$ cat src/rtl/ahbl_to_apb.sv
// ahbl_to_apb
// -----------------------------------------------------------------------------
// AHB-lite slave to APB4 master bridge. It carries one single transfer at a
// time (no bursts, no pipelining on the APB side). Exclusive accesses always
// report failure through hexokay = 0, but the underlying transfer is still
// performed on APB.
//
// Data-phase timing with a zero-wait APB slave:
//   SAMPLE -> SETUP -> ACCESS -> RESP
//   hready_resp is low for 3 cycles and high on the 4th. Each APB wait state
//   extends ACCESS by one cycle.
//
// Optional feature (macro AHBL_TO_APB_TIMEOUT_EN):
//   ACCESS is abandoned after TIMEOUT_CYCLES cycles without pready. The bridge
//   then returns the two-cycle AHB error response. Without the macro, ACCESS
//   waits for pready indefinitely.
//
// Ports
//   clk, rst_n          clock, asynchronous active-low reset
//   ahbls_hready        bus-level HREADY (address phase qualifier)
//   ahbls_hready_resp   data-phase ready from this slave
//   ahbls_hresp         error response
//   ahbls_haddr/hwrite/htrans/hsize/hprot/hexcl  AHB address-phase controls
//   ahbls_hwdata        write data (data phase)
//   ahbls_hrdata        read data
//   ahbls_hexokay       exclusive okay, tied low
//   apbm_*              APB4 master interface
// -----------------------------------------------------------------------------
module ahbl_to_apb #(
  parameter int W_ADDR         = 32,
  parameter int W_DATA         = 32,
  parameter int TIMEOUT_CYCLES = 1024
) (
  input  logic              clk,
  input  logic              rst_n,

  input  logic              ahbls_hready,
  output logic              ahbls_hready_resp,
  output logic              ahbls_hresp,
  input  logic [W_ADDR-1:0] ahbls_haddr,
  input  logic              ahbls_hwrite,
  input  logic [1:0]        ahbls_htrans,
  input  logic [2:0]        ahbls_hsize,
  input  logic [3:0]        ahbls_hprot,
  input  logic [W_DATA-1:0] ahbls_hwdata,
  output logic [W_DATA-1:0] ahbls_hrdata,
  input  logic              ahbls_hexcl,
  output logic              ahbls_hexokay,

  output logic [W_ADDR-1:0] apbm_paddr,
  output logic              apbm_psel,
  output logic              apbm_penable,
  output logic              apbm_pwrite,
  output logic [W_DATA-1:0] apbm_pwdata,
  output logic [3:0]        apbm_pstrb,
  output logic [2:0]        apbm_pprot,
  input  logic [W_DATA-1:0] apbm_prdata,
  input  logic              apbm_pready,
  input  logic              apbm_pslverr
);

  typedef enum logic [2:0] {
    S_IDLE,
    S_SAMPLE,
    S_SETUP,
    S_ACCESS,
    S_RESP,
    S_ERR1,
    S_ERR2
  } state_t;

  state_t state, state_nxt;

  logic       accept;
  logic       timeout;
  logic [3:0] strb_calc;

  // A new address phase may only be taken while this slave is ready; in all
  // other states the request lines are not looked at.
  assign accept = ahbls_hready && ahbls_htrans[1] && ahbls_hready_resp;

  // Exclusive accesses are never granted.
  assign ahbls_hexokay = 1'b0;

  // ---------------------------------------------------------------------------
  // Optional ACCESS timeout
  // ---------------------------------------------------------------------------
`ifdef AHBL_TO_APB_TIMEOUT_EN
  localparam int W_TO = $clog2(TIMEOUT_CYCLES + 1);
  localparam logic [W_TO-1:0] TO_LAST = W_TO'(TIMEOUT_CYCLES - 1);

  logic [W_TO-1:0] to_cnt;

  // NOTE: sequential state is always written with non-blocking assignments so
  // every register samples the values from before the clock edge.
  always_ff @(posedge clk or negedge rst_n) begin
    if (!rst_n) begin
      to_cnt <= '0;
    end else if (state == S_ACCESS && !apbm_pready) begin
      to_cnt <= to_cnt + 1'b1;
    end else begin
      to_cnt <= '0;
    end
  end

  // Fires on the last permitted ACCESS cycle if pready is still low; a pready
  // in that same cycle still completes the transfer normally.
  assign timeout = (state == S_ACCESS) && !apbm_pready && (to_cnt == TO_LAST);
`else
  logic unused_timeout_param;
  assign unused_timeout_param = (TIMEOUT_CYCLES > 0);
  assign timeout = 1'b0;
`endif

  // ---------------------------------------------------------------------------
  // FSM: state register
  // ---------------------------------------------------------------------------
  always_ff @(posedge clk or negedge rst_n) begin
    if (!rst_n) begin
      state <= S_IDLE;
    end else begin
      state <= state_nxt;
    end
  end

  // ---------------------------------------------------------------------------
  // FSM: next state and state-decoded outputs
  // ---------------------------------------------------------------------------
  // psel/penable/hready_resp/hresp are decoded from the state register alone,
  // so an asynchronous reset drops them immediately.
  always_comb begin
    // NOTE: every output of this block gets a default first, so no path can
    // leave one unassigned and infer a latch.
    state_nxt         = state;
    ahbls_hready_resp = 1'b1;
    ahbls_hresp       = 1'b0;
    apbm_psel         = 1'b0;
    apbm_penable      = 1'b0;

    unique case (state)
      S_IDLE: begin
        if (accept) state_nxt = S_SAMPLE;
      end
      S_SAMPLE: begin
        ahbls_hready_resp = 1'b0;
        state_nxt         = S_SETUP;
      end
      S_SETUP: begin
        ahbls_hready_resp = 1'b0;
        apbm_psel         = 1'b1;
        state_nxt         = S_ACCESS;
      end
      S_ACCESS: begin
        ahbls_hready_resp = 1'b0;
        apbm_psel         = 1'b1;
        apbm_penable      = 1'b1;
        if (apbm_pready) begin
          state_nxt = apbm_pslverr ? S_ERR1 : S_RESP;
        end else if (timeout) begin
          state_nxt = S_ERR1;
        end
      end
      S_RESP: begin
        state_nxt = accept ? S_SAMPLE : S_IDLE;
      end
      S_ERR1: begin
        ahbls_hready_resp = 1'b0;
        ahbls_hresp       = 1'b1;
        state_nxt         = S_ERR2;
      end
      S_ERR2: begin
        ahbls_hresp = 1'b1;
        state_nxt   = accept ? S_SAMPLE : S_IDLE;
      end
      default: begin
        state_nxt = S_IDLE;
      end
    endcase
  end

  // ---------------------------------------------------------------------------
  // Write strobes from the address-phase size and low address bits
  // ---------------------------------------------------------------------------
  always_comb begin
    strb_calc = 4'b1111;
    case (ahbls_hsize)
      3'd0:    strb_calc = 4'b0001 << ahbls_haddr[1:0];
      3'd1:    strb_calc = 4'b0011 << {ahbls_haddr[1], 1'b0};
      default: strb_calc = 4'b1111;
    endcase
    // APB4 requires all strobes low on reads.
    if (!ahbls_hwrite) strb_calc = 4'b0000;
  end

  // ---------------------------------------------------------------------------
  // Address/data path registers
  // ---------------------------------------------------------------------------
  // Address-phase attributes are captured straight into the APB output
  // registers; they can only change on an accept, which never happens between
  // SETUP and the final ACCESS cycle, so the APB side stays stable.
  always_ff @(posedge clk or negedge rst_n) begin
    if (!rst_n) begin
      apbm_paddr   <= '0;
      apbm_pwrite  <= 1'b0;
      apbm_pstrb   <= 4'b0000;
      apbm_pprot   <= 3'b000;
      apbm_pwdata  <= '0;
      ahbls_hrdata <= '0;
    end else begin
      if (accept) begin
        apbm_paddr  <= ahbls_haddr;
        apbm_pwrite <= ahbls_hwrite;
        apbm_pstrb  <= strb_calc;
        // {data/instr, secure, privileged}
        apbm_pprot  <= {~ahbls_hprot[0], 1'b0, ahbls_hprot[1]};
      end
      if (state == S_SAMPLE) begin
        apbm_pwdata <= ahbls_hwdata;
      end
      if (state == S_ACCESS && apbm_pready && !apbm_pslverr) begin
        ahbls_hrdata <= apbm_prdata;
      end
    end
  end

  // Inputs that carry no information for this bridge.
  logic unused_inputs;
  assign unused_inputs = ^{ahbls_htrans[0], ahbls_hprot[3:2], ahbls_hexcl};

endmodule

$ cat config.mk
export PLATFORM = sky130hd
export DESIGN_NAME = ahbl_to_apb
export DESIGN_NICKNAME = d
export VERILOG_FILES = /design/src/rtl/ahbl_to_apb.sv
export SDC_FILE = /design/constraint.sdc
export NUM_CORES = 1
export LEC_CHECK = 0
export ABC_CLOCK_PERIOD_IN_PS = 3800
export BUFFER_PORTS_ARGS = -buffer_cell sky130_fd_sc_hd__buf_4
export CAP_MARGIN = 20
export CORE_MARGIN = 3
export CORE_UTILIZATION = 50
export CTS_BUF_LIST = sky130_fd_sc_hd__clkbuf_4
export DETAILED_ROUTE_END_ITERATION = 10
export PLACE_DENSITY = 0.92
export SYNTH_ARGS = -nofsm -noshare
export SYNTH_HDL_FRONTEND = slang
export SYNTH_SLANG_ARGS = --single-unit
$ cat constraint.sdc
create_clock -name clk -period 3.8 [get_ports clk]
set_input_delay 0.19 -clock clk [delete_from_list [all_inputs] [get_ports clk]]
set_output_delay 0.19 -clock clk [all_outputs]
set_load 0.05 [all_outputs]
==> results.cfg, run 1 <==
[floorplan]
core_um2 = 8260
die_x_um = 98.4
std_cell_rows = 33
dieArea_um2 = 9680
ioPinCount = 221
die_y_um = 98.4
start_util_pct = 51.7

[sta]
rsz0062_at_grt = false
setup_viol = 0
setup_slack_ps = 1570
max_freq_mhz = 449
slew_violations = 0
max_slew.worst_pin.slew_ps = 1060
relSlewSlack_pct = 29.1
hold_viol_final = 0
finalSetupTns_ps = 0
period_minus_slack_ps = 2230
post-route-period-util_pct = 58.6
finClkSkew_ps = 16.4

[pwr]
leakagePower_nw = 3.39
max-vdd-ir-drop_mv = 0.771
seqPwrFrac_pct = 29.4
power.total_mw = 7.09
powerDensity_nw_per_um2 = 1000
p_clk_share_pct = 8.3
switching_share_pct = 50.9
power_frac_comb_pct = 62.4
p_int_mw = 3.48
power.switching_mw = 3.61

[setup_path]
rr_endpoint = ahbls_hrdata[5]
reg2regPathDepth = 3
startpoint = state[1]
cp_data_arrival_time_ps = 2580
path_class = reg2reg
crit_end = ahbls_hrdata[5]
r2r_start = state[1]
end_kind = register
rrSetupSlack_ps = 1570
required_ps = 4150
cp-start-kind = register
path_max_fanout = 32

[yosys]
synth_area_per_cell_um2 = 16.7
synth_cell_type_count = 22
synth_compound_area_share_pct = 1.23
synth_seq_cells = 106
syn_area_um2 = 4270
yosys_warnings = 0
seq_area_frac_synth_pct = 62.2
synth_top_family_by_area = multiplexers
synth_fa_ha_area_share_pct = 0
netlist_instances = 255
synthMuxAreaShare_pct = 29.8
synthSimpleGateAreaFrac_pct = 2.84
synth-xor-area-share_pct = 0

[clocking]
cts_tree = built
clkTransAtPathRegs_ps = 160
insertion_delay_ps = 450
cts_buffers = 9
h-tree-depth = 3
cts_sinks = 106
postCtsSetupBuffers = 0
clk_path_buf_depth = 2
root_buffer = clkbuf_4

[route]
antenna_left = 0
drt-initial-drc-count = 63
routedWlPerCell_um = 19.2
firstDrtPassIters = 6
vias = 3362
viasPerCell = 4.92
drc = 0
wl_um = 13100

[global_route]
overflow = 0
grt_usage_pct = 27.7
grt_pass1_vias = 3901
grt_pass1_wl_um = 20700
grt_max_degree = 85
grt_antenna_before_repair = 0

[outcome]
status = finished clean

[placed_design]
dp_slack_ps = 1550
numPortBuffers = 214
routabilityCongestion = 0.779
post-dp-hpwl_um = 7460

[finish]
final_cell_mix = buf_4, dfrtp_1, dlygate4sd3_1, mux2_2, mux2_4
drive_gt1_share_pct = 57.1
diodes = 0
area_delta_synth_final_pct = 65.7
num-nets-final = 685
mostFrequentLayoutCell = buf_4

[flow_run]
maxCapViolCount = 0

[min_path]
hold_path_class = in2reg
power by group through the flow:
| stage | Sequential [mW] | Clock [mW] | Combinational, mW |
|---|---|---|---|
| after global routing | 2.15 | 0.647 | 4.58 |
| after floorplan | 3.99 | 0 | 1.09 |
| after detailed placement | 2.06 | 0 | 4.29 |
| after CTS | 2.04 | 0.596 | 4.38 |
| final | 2.08 | 0.585 | 4.42 |
| after global placement | 2.02 | 0 | 4.22 |
cell families (layout without fill, tap and decap cells):
| group | Yosys count | after routing |
|---|---|---|
| buf+inv | 16 | 338 |
| flops | 106 | 106 |
| simple gates | 19 | 19 |
| other cells | 1 | 2 |
| mux | 103 | 103 |
| compound gates | 10 | 10 |
layer usage:
metal  up-vias  share of wire (%)  GRT usage [%]
li1       1518                  -              -
met1      1646                 34           28.5
met2       160                 55           52.0
met3        38                7.4           8.64
met4         0                3.3           10.9
met5         -                  0              0
flip-flops by register name (all words and copies together), names as in the netlist:
signal / cells
state: 3
apbm_pwrite: 1
ahbls_hrdata: 32
apbm_paddr: 32
apbm_pwdata: 32
apbm_pstrb: 4
apbm_pprot: 2
cell usage after synthesis:
library cell	number	area share, %
nor2b_4	1	0.32
and2b_1	1	0.18
mux2_4	30	11
inv_1	2	0.18
mux2_1	9	2.4
mux2i_1	1	0.23
buf_6	4	1.1
dfrtp_1	106	62
a21boi_0	1	0.18
nor3_4	1	0.38
a21oi_1	2	0.23
conb_1	1	0.088
buf_12	3	1.4
nor2b_1	3	0.44
mux2_2	63	17
nand2b_1	3	0.44
nor2_1	3	0.26
o21ai_0	7	0.82
and4b_1	1	0.23
nand2_1	5	0.44
buf_4	7	1.2
and2_1	1	0.15
per-stage QoR:
stage | cells | utilization (%) | cell area [um^2] | hold WS (ps)
after floorplan | 256 | - | 4270 | -106
after global placement | 564 | 71.2 | 5880 | 369
after detailed placement | 564 | 71.2 | 5880 | 384
after CTS | 682 | 85.3 | 7040 | 15.7
after global routing | 683 | 85.6 | 7070 | 68.4
final | 683 | 85.6 | 7070 | 30.5
cell type report:
| type | count | area (um^2) |
|---|---|---|
| Multi-Input combinational cell | 134 | 1460 |
| Clock buffer | 9 | 67.6 |
| Timing Repair Buffer | 320 | 2680 |
| Fill cell | 411 | 1190 |
| Sequential cell | 106 | 2650 |
| Inverter | 2 | 7.51 |
| Tap cell | 105 | 131 |
| Clock inverter | 7 | 75.1 |
worst min-delay path by stage:
stage / start / to / depth (start not counted)
floorplan: rst_n / ahbls_hrdata[0] / 0
global placement: ahbls_hprot[0] / apbm_pprot[2] / 2
detailed placement: ahbls_hprot[0] / apbm_pprot[2] / 2
CTS: ahbls_htrans[1] / state[0] / 3
global route: ahbls_htrans[1] / state[0] / 3
finish: ahbls_htrans[1] / state[0] / 3
critical path: stages, from the launching register on:
cell and delay, ps:
dfrtp_1 430, nor2b_4 280, and4b_2 990, mux2_2 410
repair_timing:
item	CTS	global route
hold buffers	102	0
endpoints found under the hold margin	184	0
resized for setup	0	0
No activity file was read; power rests on OpenSTA's default activity.
==> run 2, diff against run 1 <==
ABC_AREA = 1   (was not set)
ABC_CLOCK_PERIOD_IN_PS = 2000   (was 3800)
CORE_UTILIZATION = 42   (was 50)
PLACE_DENSITY = 0.83   (was 0.92)
clock period = 2 ns   (was 3.8 ns; I/O delays follow)
==> results.cfg, run 2 <==
[route]
drc = 0
vias = 4646
viasPerCell = 4.93
routedWlPerCell_um = 15.4
wl_um = 14500
drt-initial-drc-count = 278
firstDrtPassIters = 5
antenna_left = 0

[yosys]
netlist_instances = 496
synth-edff-count = 0
yosys_warnings = 0
yosys_most_used_dff = dfrtp_1
synth_cell_type_count = 17
synth_seq_cells = 106
synth_top_area_cell = dfrtp_1
seq_area_frac_synth_pct = 61.8
synth_area_per_cell_um2 = 8.65
netlist.area_leader.share_pct = 61.8
syn_area_um2 = 4290
synth-async-reset-ratio_pct = 100
yosys-top-cells-area = dfrtp_1, nand2_1, nand3_1
synth_most_common_cell = nand2_1
synth_common_cells = nand2_1, dfrtp_1, nand3_1, buf_2, nor2_1

[setup_path]
end_kind = register
required_ps = 2310
r2r_start = state[1]
cp_data_arrival_time_ps = 2200
crit_family = buffers and inverters
crit_chain = nand2_1 -> nor2_4 -> buf_8 -> nand2_1 -> nand3_1 -> nand2_1 -> dlygate4sd3_1
worst_path_most_repeated_cell = nand2_1
startpoint = state[1]
cp-start-kind = register
path_buf_inv = 2
path_max_fanout = 35
crit_slowest_cell = dlygate4sd3_1
crit_path_max_incr_delay_ps = 550
path_class = reg2reg

[outcome]
status = finished clean

[min_path]
hold_path_class = in2reg
hp-start = ahbls_hsize[2]

[sta]
relSlewSlack_pct = 66.5
holdWs_ps = 38.1
rsz0062_at_grt = false
period_minus_slack_ps = 1880
max_freq_mhz = 531
setup_viol = 0
slew_violations = 0
max_slew.worst_pin.slew_ps = 502
finalSetupTns_ps = 0
finClkSkew_ps = 22.5
hold_viol_final = 0
post-route-period-util_pct = 94.2
setup_slack_ps = 117

[finish]
finalNonFillerCells = 943
mostFrequentLayoutCell = nand2_1
final_cell_area_um2 = 7200
area_delta_synth_final_pct = 67.9
reg_top3 = ahbls_hrdata: 32 flops, apbm_paddr: 32 flops, apbm_pwdata: 32 flops
final_cell_mix = nand2_1, buf_4, dfrtp_1, dlygate4sd3_1, nand3_1
drive_gt1_share_pct = 30.4
num-nets-final = 918
diodes = 0

[global_route]
overflow = 0
grt_pass1_wl_um = 23300
grt_max_degree = 56
grt_usage_pct = 25.4
grt_antenna_before_repair = 0
grt_pass1_vias = 4893

[floorplan]
die_y_um = 107
std_cell_rows = 36
core_um2 = 9860
die_x_um = 107
ioPinCount = 221
dieArea_um2 = 11500
start_util_pct = 43.5

[pwr]
seqPwrFrac_pct = 29.3
powerDensity_nw_per_um2 = 1810
p_clk_share_pct = 9.4
power.switching_mw = 7.04
power_frac_comb_pct = 61.3
max-vdd-ir-drop_mv = 1.05
switching_share_pct = 54.0
p_int_mw = 5.99
leakagePower_nw = 3.96

[placed_design]
dp_slack_ps = 365
numPortBuffers = 214
post-dp-hpwl_um = 8670
place_inst = 826
routabilityCongestion = 0.795
dpl_cell_area_um2 = 6010

[clocking]
h-tree-depth = 3
postCtsSetupBuffers = 0
clk_path_buf_depth = 2
clkTransAtPathRegs_ps = 160
root_buffer = clkbuf_4
insertion_delay_ps = 440
cts_buffers = 9
cts_sinks = 106
cts_tree = built

[flow_run]
maxCapViolCount = 0
run 2: cell count changes in the layout (fill, tap and decap cells not counted), sizes merged, moves of 3 or more:
cell / before / now
nand2: 5 / 253
mux2: 102 / 0
nand3: 0 / 76
nor2: 3 / 13
buf: 218 / 225
inv: 4 / 11
nor2b: 4 / 0
nand2b: 3 / 0
o21ai: 7 / 4
run 2: through the flow:
stage               power, mW  utilization (%)
finish                   13.0             73.0
global route             13.7             73.0
CTS                      13.0             72.9
detailed placement       11.5             61.0
global placement         11.3             61.0
floorplan                9.03                -
run 2: final cells by class:
cell class,count,area (um^2)
fillers,647,2660
repair buffers,327,2730
clock inverters,4,77.6
inverters,11,41.3
flip-flops and latches,106,2650
multi-input cells,351,1450
clock buffers,11,82.6
well taps,133,166
run 2: routing by layer:
| metal | vias up | routed length [um] | GRT usage, % |
|---|---|---|---|
| met4 | 0 | 648 | 12.0 |
| met3 | 56 | 870 | 5.66 |
| met2 | 217 | 7720 | 45.5 |
| met1 | 2210 | 5300 | 28.5 |
| li1 | 2163 | - | - |
| met5 | - | 0 | 0 |
run 2: what timing repair did:
action,4_1_cts,5_1_grt
setup endpoints to repair,0,1
gates resized for setup,0,2
endpoints found under the hold margin,135,0
hold buffers,102,0
run 2: path summary, 6_finish.rpt:
kind	endpoint	slack (ps)	cells after the start
max	state[0]	120	7
min	apbm_pstrb[1]	40	5
max reg2reg	state[0]	120	7
min reg2reg	ahbls_hrdata[13]	490	2
max in group asynchronous	ahbls_hrdata[19]	1200	3
min in group asynchronous	apbm_paddr[11]	120	2
run 2: power by group through the flow:
stage,Combinational (mW),Sequential [mW],Clock (mW)
2_1_floorplan,1.79,7.24,0
3_3_place_gp,7.58,3.77,0
3_5_place_dp,7.73,3.82,0
4_1_cts,7.91,3.79,1.26
5_1_grt,8.42,3.93,1.34
6_report,7.99,3.81,1.23
run 2: kinds of logic after synthesis:
| logic type | count (synthesis) | synth area share, % |
|---|---|---|
| AOI/OAI and AO/OA | 6 | 0.758 |
| buffers and inverters | 40 | 4.46 |
| DFF | 106 | 61.8 |
| other | 1 | 0.0874 |
| and+or+nand+nor | 343 | 32.8 |
run 2: worst register-to-register path: stages (launching register included):
cell and delay [ps]:
dfrtp_1 460, nand2_1 120, nor2_4 130, buf_8 230
nand2_1 140, nand3_1 100, nand2_1 50, dlygate4sd3_1 550
